$ cat src/rtl/dff_ctrl_sequencer.sv
// Control sequencer for a sync-reset/sync-preset register bank.
// Turns async reset/preset requests into clock-aligned pulses of fixed length.
module dff_ctrl_sequencer #(
  parameter int WIDTH       = 1,
  parameter int SYNC_STAGES = 2,
  parameter int RST_CYCLES  = 2,
  parameter int PRE_CYCLES  = 2,
  parameter int GAP_CYCLES  = 1
) (
  input  logic             clk,
  input  logic             reset_n,
  input  logic             rst_req,
  input  logic             pre_req,
  input  logic [WIDTH-1:0] d_in,
  input  logic             d_valid,
  output logic             d_ready,
  output logic             reset,
  output logic             preset,
  output logic [WIDTH-1:0] d,
  output logic             busy,
  output logic             done
);

  localparam int MRP = (RST_CYCLES > PRE_CYCLES) ?
                       RST_CYCLES : PRE_CYCLES;
  localparam int MAXC = (MRP > GAP_CYCLES) ? MRP : GAP_CYCLES;
  localparam int CW = $clog2(MAXC + 1);

  localparam logic [CW-1:0] RST_LD = CW'(RST_CYCLES);
  localparam logic [CW-1:0] PRE_LD = CW'(PRE_CYCLES);
  localparam logic [CW-1:0] GAP_LD = CW'(GAP_CYCLES);
  localparam logic [CW-1:0] ONE    = CW'(1);

  typedef enum logic [1:0] {
    IDLE,
    RST,
    PRE,
    GAP
  } state_e;

  state_e state_q, state_d;
  logic [CW-1:0] cnt_q, cnt_d;
  logic rst_pend_q, rst_pend_d;
  logic pre_pend_q, pre_pend_d;
  logic [SYNC_STAGES-1:0] rst_sync_q, pre_sync_q;
  logic rst_prev_q, pre_prev_q;
  logic rst_edge_q, pre_edge_q;
  logic reset_q, preset_q;
  logic [WIDTH-1:0] d_q;

  // Edge pulses are registered, adding one cycle after the synchronizer
  always_ff @(posedge clk or negedge reset_n) begin
    if (!reset_n) begin
      rst_sync_q <= '0;
      pre_sync_q <= '0;
      rst_prev_q <= 1'b0;
      pre_prev_q <= 1'b0;
      rst_edge_q <= 1'b0;
      pre_edge_q <= 1'b0;
    end else begin
      rst_sync_q <= {rst_sync_q[SYNC_STAGES-2:0], rst_req};
      pre_sync_q <= {pre_sync_q[SYNC_STAGES-2:0], pre_req};
      rst_prev_q <= rst_sync_q[SYNC_STAGES-1];
      pre_prev_q <= pre_sync_q[SYNC_STAGES-1];
      rst_edge_q <= rst_sync_q[SYNC_STAGES-1] & ~rst_prev_q;
      pre_edge_q <= pre_sync_q[SYNC_STAGES-1] & ~pre_prev_q;
    end
  end

  always_comb begin
    state_d    = state_q;
    cnt_d      = cnt_q;
    rst_pend_d = rst_pend_q;
    pre_pend_d = pre_pend_q;
    done       = 1'b0;
    unique case (state_q)
      IDLE: begin
        if (rst_edge_q || rst_pend_q) begin
          state_d    = RST;
          cnt_d      = RST_LD;
          rst_pend_d = 1'b0;
          if (pre_edge_q) pre_pend_d = 1'b1;
        end else if (pre_edge_q || pre_pend_q) begin
          state_d    = PRE;
          cnt_d      = PRE_LD;
          pre_pend_d = 1'b0;
        end
      end
      RST: begin
        if (pre_edge_q) pre_pend_d = 1'b1;
        if (cnt_q == ONE) begin
          state_d = GAP;
          cnt_d   = GAP_LD;
        end else begin
          cnt_d = cnt_q - ONE;
        end
      end
      PRE: begin
        if (rst_edge_q) begin
          state_d    = RST;
          cnt_d      = RST_LD;
          rst_pend_d = 1'b0;
        end else if (cnt_q == ONE) begin
          state_d = GAP;
          cnt_d   = GAP_LD;
        end else begin
          cnt_d = cnt_q - ONE;
        end
      end
      GAP: begin
        if (rst_edge_q) rst_pend_d = 1'b1;
        if (pre_edge_q) pre_pend_d = 1'b1;
        if (cnt_q == ONE) begin
          state_d = IDLE;
          done    = 1'b1;
        end else begin
          cnt_d = cnt_q - ONE;
        end
      end
      default: state_d = IDLE;
    endcase
  end

  assign d_ready = (state_q == IDLE) && !rst_pend_q &&
                   !pre_pend_q && !rst_edge_q && !pre_edge_q;

  // reset/preset come straight from flops so the bank sees clean levels
  always_ff @(posedge clk or negedge reset_n) begin
    if (!reset_n) begin
      state_q    <= RST;
      cnt_q      <= RST_LD;
      rst_pend_q <= 1'b0;
      pre_pend_q <= 1'b0;
      reset_q    <= 1'b1;
      preset_q   <= 1'b0;
      d_q        <= '0;
    end else begin
      state_q    <= state_d;
      cnt_q      <= cnt_d;
      rst_pend_q <= rst_pend_d;
      pre_pend_q <= pre_pend_d;
      reset_q    <= (state_d == RST);
      preset_q   <= (state_d == PRE);
      if (d_valid && d_ready) d_q <= d_in;
    end
  end

  assign reset  = reset_q;
  assign preset = preset_q;
  assign d      = d_q;
  assign busy   = (state_q != IDLE);

endmodule

$ cat config.mk
export PLATFORM = sky130hd
export DESIGN_NAME = dff_ctrl_sequencer
export DESIGN_NICKNAME = d
export VERILOG_FILES = /design/src/rtl/dff_ctrl_sequencer.sv
export SDC_FILE = /design/constraint.sdc
export NUM_CORES = 1
export LEC_CHECK = 0
export CELL_PAD_IN_SITES_DETAIL_PLACEMENT = 0
export CELL_PAD_IN_SITES_GLOBAL_PLACEMENT = 2
export CORE_MARGIN = 8
export CORE_UTILIZATION = 33
export DETAILED_ROUTE_END_ITERATION = 12
export GPL_TIMING_DRIVEN = 1
export HOLD_SLACK_MARGIN = 0.02
export PLACE_DENSITY = 0.86
export SLEW_MARGIN = 30
export SYNTH_ARGS = -nofsm -noshare
export SYNTH_HDL_FRONTEND = slang
export SYNTH_SLANG_ARGS = --single-unit
$ cat constraint.sdc
create_clock -name clk -period 1.7 [get_ports clk]
set_input_delay 0.255 -clock clk [delete_from_list [all_inputs] [get_ports clk]]
set_output_delay 0.255 -clock clk [all_outputs]
set_load 0.05 [all_outputs]
==> run metrics <==
outcome=completed; CP endpoint kind=output pin; crit path time final=1.65 ns; FP Rows=17; Synth Flop Type=dfrtp_1; number of distinct library cells after synthesis=28; Final setup viols=0; WL/cell=approximately 13 um; pwr/cell area=approximately 1600 nW/um^2; Arr. time, crit path=1.39 ns; r2r startpoint=cnt_q[1]; TritonCTS clock tree=yes; clock skew=between 0.007 and 0.008 ns; Total Wirelength=around 1400 um; largest net degree at the start of global routing=18; total CTS buffers=3; Longest Clk Path Bufs=2; Seq cells post-synth=17; number of I/O pins=12; HP Class=in2async; RSZ-0062 raised after global routing=no; number of synthesis warnings=0; fraction of layout cells with a size suffix above 1=0.316; Tcrit/Tclk final=0.968; Residual DRC=0; CTS root buf=clkbuf_4; critical path class=reg2out; setup TNS=0 ns; CP max FO=4; core footprint=about 2200 um^2; switching part of the total=0.388; total power=between 1.5 and 2 mW; global-route wire length before repair=around 2400 um; max-capacitance violation count=0; FILL cells=approximately 220; R2R Path End=cnt_q[0]; H-tree depth=1; sequential power share=0.403; Global Route Usage Sum=0.0763; Post-Syn Instances=61; syn nets=69; vias in the first global route=between 500 and 600; max-slew violation count=0; Startpoint Class=register; combinational fraction of design power=0.454; Initial Util=0.343; Int Pwr=a little over 0.9 mW; Clock transition at path regs=~0.1 ns; FMAX=between 600 and 700 MHz; Async SR Flop Fraction=1.00; # clock sinks=17; via count=518; clk_lat worst skew=about 0.29 ns; area grow syn2layout=29.9%; EDFF count, synth=0; Diodes inserted=0; Slew @ Worst Pin=approximately 0.29 ns; die footprint=about 4000 um^2; # nets final=88; final hold violations=0; Die Ht=about 63 um; worst reg2reg setup slack=around 0.11 ns; vias per inst=around 4.8; Mapped Area=approximately 740 um^2; Die X=about 63 um; Port Buf Inserts=11; required time worst endpoint=approximately 1.4 ns; DR iter-0 viols=9; Final ANT Viol Nets=0; Clk network pwr share=0.143; GRT Residual Overflow=0; register area share after synthesis=0.576; initial antenna violation count=0; Avg Synthesized Cell Area=~12 um^2; Register-to-Register Path Depth=5; GPL Wtd Cong=about 0.80; Psw=about 0.59 mW; drt pass-1 iters=4; Rel. slew slack=0.808; leakage=roughly 0.44 nW; Peak VDD IR=slightly below 0.8 mV; Detail Placement HPWL=between 900 and 1000 um
[state kept, by name, summed over array words and instances (netlist names)]
signal      count
reset           1
preset          1
pre_prev_q      1
rst_prev_q      1
rst_sync_q      2
rst_pend_q      1
pre_pend_q      1
state_q         2
d               1
cnt_q           2
rst_edge_q      1
pre_sync_q      2
pre_edge_q      1
[kinds of logic after synthesis]
kind of cell	count (synthesis)	synth area share
buffers and inverters	8	0.0622
flip-flops	17	0.576
multiplexers	3	0.0471
adder cells (fa/ha/maj)	2	0.0336
AO/OA/AOI/OAI	15	0.136
AND/OR/NAND/NOR	16	0.145
[final cells by class]
cell class              instances  area [um^2]  share of cell area
clock buffers                   4         26.3              0.0272
inverters                       5         18.8              0.0194
multi-input cells              36          273               0.282
flip-flops and latches         17          429               0.444
well taps                      28         35.0              0.0362
repair buffers                 17          185               0.191
[synthesized netlist by cell type (all sizes together) (2+ instances only)]
| library cell | n | area (um^2) |
|---|---|---|
| a21oi | 3 | 15.0 |
| mux2i | 2 | 20.0 |
| nor2b | 2 | 12.5 |
| ha | 2 | 25.0 |
| buf | 3 | 27.5 |
| o21ai | 5 | 25.0 |
| dfstp | 3 | 78.8 |
| or3 | 2 | 12.5 |
| dfrtp | 14 | 350 |
| nand2 | 4 | 15.0 |
| inv | 5 | 18.8 |
[metal layers]
metal / track usage / vias to the layer above / part of all wire
met5: 0 / - / 0
met3: 0.0495 / 0 / 0.073
met2: 0.104 / 14 / 0.47
met4: 0.0167 / 0 / 0
li1: - / 245 / -
met1: 0.0972 / 259 / 0.46
[timing repair]
| action | CTS | global route |
|---|---|---|
| hold buffers | 0 | 0 |
| endpoints found under the setup margin | 2 | 3 |
| setup buffers | 1 | 2 |
| pin swaps | 1 | 2 |
| resized for setup | 2 | 3 |
[cell usage in the layout, fill, tap and decap left out, types with 2 or more instances in the layout]
master,n
inv_1,4
or3_1,2
nand2_1,4
clkbuf_4,3
mux2i_1,2
buf_12,3
clkdlybuf4s50_1,5
a21oi_1,3
dfstp_2,3
dfrtp_1,14
nor2b_1,2
o21ai_0,5
buf_4,8
[how the worst max path moves through the flow]
stage	slack [ns]	end	cells after the start	start
final	0.05	done	4	cnt_q[1]
after global placement	0.13	cnt_q[0]	5	cnt_q[1]
after CTS	0.02	busy	3	state_q[0]
after floorplan	0.07	cnt_q[0]	5	cnt_q[1]
after global routing	0.004	done	4	cnt_q[1]
after detailed placement	0.08	cnt_q[0]	5	cnt_q[1]
[power groups by stage]
stage / Sequential [mW] / Combinational (mW) / Clock (mW)
after CTS: 0.618 / 0.633 / 0.223
after detailed placement: 0.624 / 0.620 / 0
after global routing: 0.626 / 0.768 / 0.239
after global placement: 0.623 / 0.607 / 0
after floorplan: 0.660 / 0.431 / 0
final: 0.611 / 0.689 / 0.216
[stage by stage]
stage | instances | hold slack (ns) | worst slack, ns | cell area, um^2 | utilization
final | 107 | 0.269 | 0.0544 | 967 | 0.446
after global placement | 100 | 0.338 | 0.129 | 895 | 0.412
after detailed placement | 100 | 0.339 | 0.0771 | 895 | 0.412
after global routing | 107 | 0.289 | 0.00409 | 967 | 0.446
after floorplan | 61 | -0.0406 | 0.0700 | 744 | -
after CTS | 105 | 0.265 | 0.0153 | 935 | 0.431
[critical path, cell delays in order, from the launching register on]
cell and delay, ns:
dfstp_2 0.55, inv_2 0.04, ha_2 0.17, and3_4 0.18
buf_8 0.15
Note: power is estimated with default switching activity, not from simulation.
